--- config.mk ---
export PLATFORM = sky130hd
export DESIGN_NAME = shared_reg_arbiter
export DESIGN_NICKNAME = d
export VERILOG_FILES = /design/src/rtl/shared_reg_arbiter_pkg.sv /design/src/rtl/shared_reg_arbiter_dff.sv /design/src/rtl/shared_reg_arbiter.sv
export SDC_FILE = /design/constraint.sdc
export NUM_CORES = 1
export LEC_CHECK = 0
export BUFFER_PORTS_ARGS = -buffer_cell sky130_fd_sc_hd__buf_2
export CAP_MARGIN = 10
export CELL_PAD_IN_SITES_DETAIL_PLACEMENT = 1
export CELL_PAD_IN_SITES_GLOBAL_PLACEMENT = 1
export CORE_ASPECT_RATIO = 1.25
export CORE_MARGIN = 2
export CORE_UTILIZATION = 37
export CTS_CLUSTER_SIZE = 20
export DETAILED_ROUTE_END_ITERATION = 8
export PLACE_DENSITY = 0.77
export SYNTH_ARGS = -nofsm -noshare
export SYNTH_HDL_FRONTEND = slang
export SYNTH_SLANG_ARGS = --single-unit
export TNS_END_PERCENT = 1
--- constraint.sdc ---
create_clock -name clk -period 3.1 [get_ports clk]
set_input_delay 0.155 -clock clk [delete_from_list [all_inputs] [get_ports clk]]
set_output_delay 0.155 -clock clk [all_outputs]
set_load 0.02 [all_outputs]
--- src/rtl/shared_reg_arbiter_pkg.sv ---
// Shared definitions for the shared-register arbiter slice.
//   ST_IDLE / ST_GRANT : arbiter state encodings
//   clog2              : elaboration-time ceiling log2 used for index/counter widths
package shared_reg_arbiter_pkg;

  localparam logic [0:0] ST_IDLE  = 1'b0;
  localparam logic [0:0] ST_GRANT = 1'b1;

  // Returns at least 1 so a width derived from it is never zero.
  function automatic int clog2(input int n);
    int r;
    r = 0;
    while ((1 << r) < n) r++;
    if (r == 0) r = 1;
    return r;
  endfunction

endpackage

--- src/rtl/shared_reg_arbiter_dff.sv ---
// WIDTH-bit register with load enable; holds the shared register value.
//   clk   : rising-edge clock
//   rst   : asynchronous active-high reset, loads RESET_VAL
//   en    : load d on the next rising edge
//   d / q : data in / registered data out
module dff_en #(
  parameter int               WIDTH     = 8,
  parameter logic [WIDTH-1:0] RESET_VAL = '0
) (
  input  logic             clk,
  input  logic             rst,
  input  logic             en,
  input  logic [WIDTH-1:0] d,
  output logic [WIDTH-1:0] q
);

  always_ff @(posedge clk or posedge rst) begin
    if (rst)     q <= RESET_VAL;
    else if (en) q <= d;
  end

endmodule

--- src/rtl/shared_reg_arbiter.sv ---
// Round-robin write arbiter in front of one shared WIDTH-bit register.
//   clk   : rising-edge clock
//   reset : asynchronous active-high reset
//   req   : per-requester write request
//   lock  : with req, ask to keep the grant after this write (bounded by MAX_BURST)
//   wdata : packed write data, requester i at [i*WIDTH +: WIDTH]
//   gnt   : registered one-hot grant (zero when idle)
//   ack   : one-cycle pulse, appears together with the new q value
//   owner : index of current grantee, busy : grant active
//   q     : shared register contents
module shared_reg_arbiter
  import shared_reg_arbiter_pkg::*;
#(
  parameter int NREQ      = 4,
  parameter int WIDTH     = 8,
  parameter int RESET_VAL = 0,
  parameter int MAX_BURST = 4,
  localparam int OW       = clog2(NREQ),
  localparam int CW       = clog2(MAX_BURST + 1)
) (
  input  logic                  clk,
  input  logic                  reset,
  input  logic [NREQ-1:0]       req,
  input  logic [NREQ-1:0]       lock,
  input  logic [NREQ*WIDTH-1:0] wdata,
  output logic [NREQ-1:0]       gnt,
  output logic [NREQ-1:0]       ack,
  output logic [OW-1:0]         owner,
  output logic                  busy,
  output logic [WIDTH-1:0]      q
);

  logic [0:0]      state, state_n;
  logic [OW-1:0]   owner_n;
  logic [OW-1:0]   rr_ptr, rr_ptr_n;
  logic [CW-1:0]   burst_cnt, burst_cnt_n;
  logic [NREQ-1:0] ack_n;
  logic            we;
  logic [WIDTH-1:0] wsel;

  // First set bit of r scanning ptr+1 .. ptr+NREQ (mod NREQ). Caller checks |r.
  function automatic logic [OW-1:0] rr_pick(input logic [NREQ-1:0] r,
                                            input logic [OW-1:0]   ptr);
    logic [OW-1:0] res;
    logic          found;
    int            idx;
    res   = ptr;
    found = 1'b0;
    for (int k = 1; k <= NREQ; k++) begin
      idx = (int'(ptr) + k) % NREQ;
      if (!found && r[idx]) begin
        res   = idx[OW-1:0];
        found = 1'b1;
      end
    end
    return res;
  endfunction

  logic [NREQ-1:0] own_oh, others;
  logic [CW-1:0]   cnt_inc;

  assign own_oh  = NREQ'(1) << owner;
  assign others  = req & ~own_oh;
  assign wsel    = wdata[owner*WIDTH +: WIDTH];
  assign cnt_inc = (burst_cnt == CW'(MAX_BURST)) ? burst_cnt : burst_cnt + CW'(1);

  always_comb begin
    state_n     = state;
    owner_n     = owner;
    rr_ptr_n    = rr_ptr;
    burst_cnt_n = burst_cnt;
    ack_n       = '0;
    we          = 1'b0;
    if (state == ST_IDLE) begin
      if (|req) begin
        state_n     = ST_GRANT;
        owner_n     = rr_pick(req, rr_ptr);
        burst_cnt_n = '0;
      end
    end else begin
      we = req[owner];
      if (we) ack_n = own_oh;
      // cnt_inc < MAX_BURST is "burst_cnt+1 < MAX_BURST" without overflow risk.
      if (we && lock[owner] && (cnt_inc < CW'(MAX_BURST))) begin
        burst_cnt_n = cnt_inc;
      end else begin
        rr_ptr_n = owner;
        if (|others) begin
          // rr_ptr becomes owner, so scan from owner+1.
          owner_n     = rr_pick(others, owner);
          burst_cnt_n = '0;
        end else if (req[owner]) begin
          // Alone and still requesting: keep owner, count keeps saturating.
          burst_cnt_n = we ? cnt_inc : burst_cnt;
        end else begin
          state_n     = ST_IDLE;
          burst_cnt_n = '0;
        end
      end
    end
  end

  always_ff @(posedge clk or posedge reset) begin
    if (reset) begin
      state     <= ST_IDLE;
      owner     <= '0;
      rr_ptr    <= OW'(NREQ - 1);
      burst_cnt <= '0;
      ack       <= '0;
      gnt       <= '0;
    end else begin
      state     <= state_n;
      owner     <= owner_n;
      rr_ptr    <= rr_ptr_n;
      burst_cnt <= burst_cnt_n;
      ack       <= ack_n;
      gnt       <= (state_n == ST_GRANT) ? (NREQ'(1) << owner_n) : '0;
    end
  end

  assign busy = (state == ST_GRANT);

  dff_en #(
    .WIDTH    (WIDTH),
    .RESET_VAL(WIDTH'(RESET_VAL))
  ) u_reg (
    .clk(clk),
    .rst(reset),
    .en (we),
    .d  (wsel),
    .q  (q)
  );

endmodule
==> impl_metrics.tcl, run 1 <==
set metrics [dict create \
    routedWlPerCell_um 15.7 \
    die_width_um 65.0 \
    num_rows 27 \
    worst_hold_slack_ps 84.9 \
    min_path_type "in2async" \
    r2r_cells 8 \
    grt_max_degree 25 \
    final_common_cell "buf_2" \
    cpMaxStageDelayCell "dfrtp_1" \
    layout_common_cells "60 x buf_2, 33 x nand2_1, 22 x dfrtp_1" \
    clkLatencyLatePin_ps 260 \
    area_growth_pct 22.8 \
    hold_violations 0 \
    fin_tns_setup_ps 0 \
    cts_sinks 24 \
    design_area_um2 2110 \
    fin_cells 286 \
    r2r_start "owner[0]$_DFF_PP0_" \
    wirelength_um 4490 \
    syn_inst 169 \
    pre_cts_ws_ps 603 \
    io_buffer_count 60 \
    place_inst 282 \
    cts-hold-fix-buffers 0 \
    p_leak_nw 1.05 \
    startpoint_type "register" \
    cp-end-kind "register" \
    post_dp_cell_area_um2 2070 \
    drive_above_1_share_pct 42.1 \
    finalNetCount 277 \
    cts_setup_buffers 0 \
    drv_cap 0 \
    synth_area_per_cell_um2 10.2 \
    finClkSkew_ps 3.81 \
    syn-num-nets 217 \
    regToRegEndpoint "gnt[3]$_DFF_PP0_" \
    p_total_mw 2.15 \
    antenna_found_initial 0 \
    post_drt_via_cell_ratio 5.40 \
    crit_family "simple AND/OR/NAND/NOR gates" \
    tightest_slew_ps 897 \
    worstPathArrival_ps 2720 \
    drt_iter0_markers 22 \
    ys_seq_elements 24 \
    power_density_nw_per_um2 1020 \
    grt_pass1_vias 1593 \
    vias 1543 \
    r2r_slack_ps 570 \
    fp.dieH_um 80.2 \
    ys_types 53 \
    vdd_ir_drop_max_v 0.000422 \
    antenna_left 0 \
    finalCritPeriodShare_pct 81.6 \
    relSlewSlack_pct 40.1 \
    cts_resized 0 \
    setup_slack_ps 571 \
    grt_overflow 0 \
    cts_buffers 3 \
    critPathMaxStageDelay_ps 560 \
    path_class "reg2reg" \
    dieArea_um2 5210 \
    cp_num_buf_inv 1 \
    clock_tree.buffer_depth 2 \
    min_period_ps 2530 \
    synth_area_um2 1720 \
    max_clock_freq_mhz 395 \
    cp_cell_sequence "inv_2, ha_1, nor2b_1, nor2_1, a221o_1, a31oi_4, mux2i_2, and4b_1" \
    coreArea_um2 4430 \
    htreeDepth 1 \
    ios 61 \
    gp_congestion 0.825 \
    setup_viol 0 \
    post-route-drc-count 0 \
    grt_first_pass_wirelength_um 7520 \
    hpwl_um 3590 \
    grt.total_usage_pct 18.6 \
    post-route-util_pct 47.7 \
    synth_seq_area_share_pct 35.1 \
    firstDrtPassIters 4 \
    yosysWarnings 0 \
    required_ps 3290 \
    synth-edff-count 0 \
    rsz0062_at_grt "no" \
    slew_viol_final 0 \
    clk_pin_slew_ps 80 \
    outcome "complete, no violations" \
    cts_tree "done" \
    worstPathMaxFanout 11 \
    antenna_cells 0 \
    clockRootBuffer "clkbuf_8" \
    synth_ff_type "dfrtp_1" \
    start_util_pct 38.8 \
    async_flop_share_pct 100 \
]
==> power breakdown <==
group          switching (mW)  leakage, nW  internal, mW  total [mW]
clock                  0.0912       0.0228        0.0915       0.183
sequential              0.107        0.297         0.465       0.572
combinational           0.791        0.730         0.606        1.40
==> cell type report <==
| class | count | area, µm² |
|---|---|---|
| fillers | 549 | 2310 |
| flip-flops and latches | 24 | 603 |
| multi-input cells | 128 | 1030 |
| repair buffers | 65 | 338 |
| clock buffers | 4 | 45.0 |
| well taps | 58 | 72.6 |
| inverters | 7 | 26.3 |
==> worst max path at each step <==
| stage | slack [ps] | startpoint | cells after the start | end |
|---|---|---|---|---|
| after floorplan | 660 | owner[0]$_DFF_PP0_ | 9 | gnt[3]$_DFF_PP0_ |
| after global placement | 640 | owner[0]$_DFF_PP0_ | 8 | gnt[3]$_DFF_PP0_ |
| after detailed placement | 600 | owner[0]$_DFF_PP0_ | 8 | gnt[3]$_DFF_PP0_ |
| after CTS | 530 | owner[0]$_DFF_PP0_ | 8 | gnt[3]$_DFF_PP0_ |
| after global routing | 380 | owner[0]$_DFF_PP0_ | 8 | gnt[3]$_DFF_PP0_ |
| final | 570 | owner[0]$_DFF_PP0_ | 8 | gnt[3]$_DFF_PP0_ |
==> synth_stat cells, types with 2 or more instances <==
master | n | share of area (%)
nand2_1 | 33 | 7.2
dfrtp_1 | 22 | 32
nor2_1 | 12 | 2.6
mux4_2 | 10 | 13
o21ai_0 | 9 | 2.6
a21oi_1 | 7 | 2.0
nor2b_1 | 7 | 2.5
ha_1 | 6 | 4.4
inv_1 | 6 | 1.3
and3_2 | 4 | 1.7
buf_4 | 4 | 1.7
buf_2 | 3 | 0.87
clkbuf_1 | 2 | 0.44
dfstp_2 | 2 | 3.1
nand2b_1 | 2 | 0.73
nor3_1 | 2 | 0.58
or4bb_1 | 2 | 1.3
==> cells by family after synthesis <==
group	Yosys count	synth area share, %
compound gates	33	15.0
mux	13	16.0
flops	24	35.1
simple gates	76	24.3
fa+ha+maj	6	4.37
buf+inv	17	5.24
==> registers in the layout, indices dropped and copies added (netlist names) <==
register / cells
ack: 4
rr_ptr: 2
busy: 1
gnt: 4
burst_cnt: 3
u_reg.q: 8
owner: 2
==> layer usage <==
metal / share of wire, % / GRT usage (%) / vias to the layer above
met5: 0 / 0 / -
met4: 0.76 / 5.11 / 0
met3: 7.0 / 3.22 / 2
met2: 53 / 36.3 / 56
met1: 40 / 20.2 / 751
li1: - / - / 734
No activity file was read; power rests on OpenSTA's default activity.
==> inputs of run 2 (changes only) <==
--- a/config.mk
+++ b/config.mk
@@ -5,16 +5,17 @@
 export SDC_FILE = /design/constraint.sdc
 export NUM_CORES = 1
 export LEC_CHECK = 0
+export ABC_AREA = 1
 export BUFFER_PORTS_ARGS = -buffer_cell sky130_fd_sc_hd__buf_2
 export CAP_MARGIN = 10
 export CELL_PAD_IN_SITES_DETAIL_PLACEMENT = 1
 export CELL_PAD_IN_SITES_GLOBAL_PLACEMENT = 1
 export CORE_ASPECT_RATIO = 1.25
 export CORE_MARGIN = 2
-export CORE_UTILIZATION = 37
+export CORE_UTILIZATION = 31
 export CTS_CLUSTER_SIZE = 20
 export DETAILED_ROUTE_END_ITERATION = 8
-export PLACE_DENSITY = 0.77
+export PLACE_DENSITY = 0.74
 export SYNTH_ARGS = -nofsm -noshare
 export SYNTH_HDL_FRONTEND = slang
 export SYNTH_SLANG_ARGS = --single-unit
==> constraint.sdc (replaced) <==
create_clock -name clk -period 2.15 [get_ports clk]
set_input_delay 0.1075 -clock clk [delete_from_list [all_inputs] [get_ports clk]]
set_output_delay 0.1075 -clock clk [all_outputs]
set_load 0.02 [all_outputs]
==> run 2 against run 1 <==
  * Non-clock buffer count up 7
  * Cell count up 46%
  * Critical path type unchanged
  * Via count up 34%
  * Clock-buffer cell count down 1
  * Register-to-register slack worse by 410 ps
  * Sequential share of layout area down 3.1 points
  * Critical path depth up 5
==> impl_metrics.tcl, run 2 <==
set metrics [dict create \
    outcome "complete, no violations" \
    start_util_pct 32.1 \
    min_path_type "in2reg" \
    cts_buffers 3 \
    timing.critical_path.mode_cell "nand3_1" \
    finClkSkew_ps 5.42 \
    layout_common_cells "88 x nand2_1, 60 x buf_2, 29 x inv_1" \
    antenna_cells 0 \
    place_inst 408 \
    grt_pass1_vias 2211 \
    design_area_um2 2380 \
    antenna_found_initial 0 \
    num_rows 31 \
    cp-end-kind "register" \
    ys_top_cells_by_count "88 x nand2_1, 31 x inv_1, 28 x nand3_1, 28 x nor2_1, 24 x o21ai_0" \
    routedWlPerCell_um 13.5 \
    firstDrtPassIters 4 \
    clk_pin_slew_ps 90 \
    p_total_mw 4.28 \
    slew_viol_final 0 \
    antenna_left 0 \
    cts_tree "done" \
    synth_ff_type "dfrtp_1" \
    reg_top3 "u_reg.q (8), ack (4), gnt (4)" \
    htreeDepth 1 \
    clock_tree.buffer_depth 2 \
    post-route-util_pct 41.2 \
    final_common_cell "nand2_1" \
    syn_inst 285 \
    area_growth_pct 28.1 \
    grt_first_pass_wirelength_um 9920 \
    synth_seq_area_share_pct 32.5 \
    ys_seq_elements 24 \
    dieArea_um2 6630 \
    hold_violations 0 \
    worst_hold_slack_ps 237 \
    drv_cap 0 \
    vdd_ir_drop_max_v 0.000568 \
    clkLatencyLatePin_ps 270 \
    path_class "reg2reg" \
    async_flop_share_pct 100 \
    clockRootBuffer "clkbuf_8" \
    finalCritPeriodShare_pct 92.6 \
    tightest_slew_ps 573 \
    synth-edff-count 0 \
    wirelength_um 5650 \
    pre_cts_ws_ps 69.6 \
    fin_cells 417 \
    setup_viol 0 \
    finalNetCount 400 \
    post_dp_cell_area_um2 2240 \
    synth_area_leaders "dfrtp_1 30%, nand2_1 18%, nand3_1 7.5%" \
    cts_sinks 24 \
    crit_family "simple AND/OR/NAND/NOR gates" \
    post-route-drc-count 0 \
    drt_iter0_markers 44 \
    fin_tns_setup_ps 0 \
    setup_slack_ps 159 \
    synth_most_common_cell "nand2_1" \
    syn-num-nets 333 \
    synth_area_per_cell_um2 6.52 \
    synth_area_leader_cell "dfrtp_1" \
    fp.dieH_um 90.5 \
    ys_types 30 \
    regMostFlops "u_reg.q" \
    grt_max_degree 25 \
    synth_top_cell_area_share_pct 29.6 \
    grt.total_usage_pct 18.5 \
    worstPathMaxFanout 18 \
    worstPathArrival_ps 2190 \
    max_clock_freq_mhz 502 \
    grt_overflow 0 \
    gp_congestion 0.772 \
    relSlewSlack_pct 61.4 \
    coreArea_um2 5780 \
    critPathMaxStageDelay_ps 440 \
    cp_num_buf_inv 2 \
    synth_area_um2 1860 \
    largest_reg_flops 8 \
    cp_cell_sequence "buf_8, ha_1, inv_1, nand3_1, nand3_2, nand2_1, nand2_1, nor2_2, nor2_2, nand3_1, nand3_1, nand3_1, nor2_2" \
    die_width_um 73.2 \
    drive_above_1_share_pct 30.8 \
    startpoint_type "register" \
    cpMaxStageDelayCell "dfrtp_2" \
    post_drt_via_cell_ratio 4.96 \
    io_buffer_count 60 \
    p_leak_nw 1.32 \
    hpwl_um 4660 \
    vias 2067 \
    power_density_nw_per_um2 1800 \
    min_period_ps 1990 \
    required_ps 2350 \
    ios 61 \
    yosysWarnings 0 \
]
run 2: metal layers:
layer,track usage (%),wire [µm],vias to the layer above
li1,-,-,1038
met1,21.3,2250,970
met2,35.5,3120,53
met3,2.46,219,6
met4,2.93,57,0
met5,0,0,-
run 2: cell type report:
cell class / instances / area [µm²]
fill: 770 / 3400
multi-input combinational: 215 / 1070
sequential: 24 / 606
timing repair buffer: 72 / 400
inverter: 36 / 146
tap: 66 / 82.6
clock buffer: 3 / 41.3
clock inverter: 1 / 30.0
run 2: what timing repair did:
action / CTS / global route
resized for setup: 0 / 9
endpoints found under the hold margin: 22 / 0
endpoints found under the setup margin: 0 / 5
buffers inserted: 0 / 4
hold buffers: 1 / 0
run 2: tightest hold or removal path, delay by kind of cell:
kind            cells  cell delay, ps
buf+inv             1              80
simple gates        3             160
compound gates      1             120
run 2: final timing paths:
kind                                              from                  endpoint  slack [ps]  depth (start not counted)
min in group asynchronous                        reset  burst_cnt[0]$_DFFE_PP0P_         420                          4
worst max register to register      owner[1]$_DFF_PP0_          gnt[1]$_DFF_PP0_         160                         13
worst min-delay path                          wdata[3]    u_reg.q[3]$_DFFE_PP0P_         240                          5
worst max-delay path                owner[1]$_DFF_PP0_          gnt[1]$_DFF_PP0_         160                         13
max in group asynchronous                        reset     rr_ptr[1]$_DFFE_PP1P_        1450                          4
worst min register to register  u_reg.q[6]$_DFFE_PP0P_    u_reg.q[6]$_DFFE_PP0P_         480                          2
run 2: logic make-up after synthesis:
family          share of synthesized area, %
simple gates                            38.8
flops                                   32.5
buf+inv                                 11.1
xor+xnor                                1.42
fa+ha+maj                               4.04
compound gates                          12.1
run 2: where the power goes:
part           leakage (nW)  total, mW  switching (mW)  internal (mW)
sequential            0.297      0.856           0.167          0.689
combinational         0.992       3.03            1.97           1.06
clock                0.0357      0.399           0.150          0.249
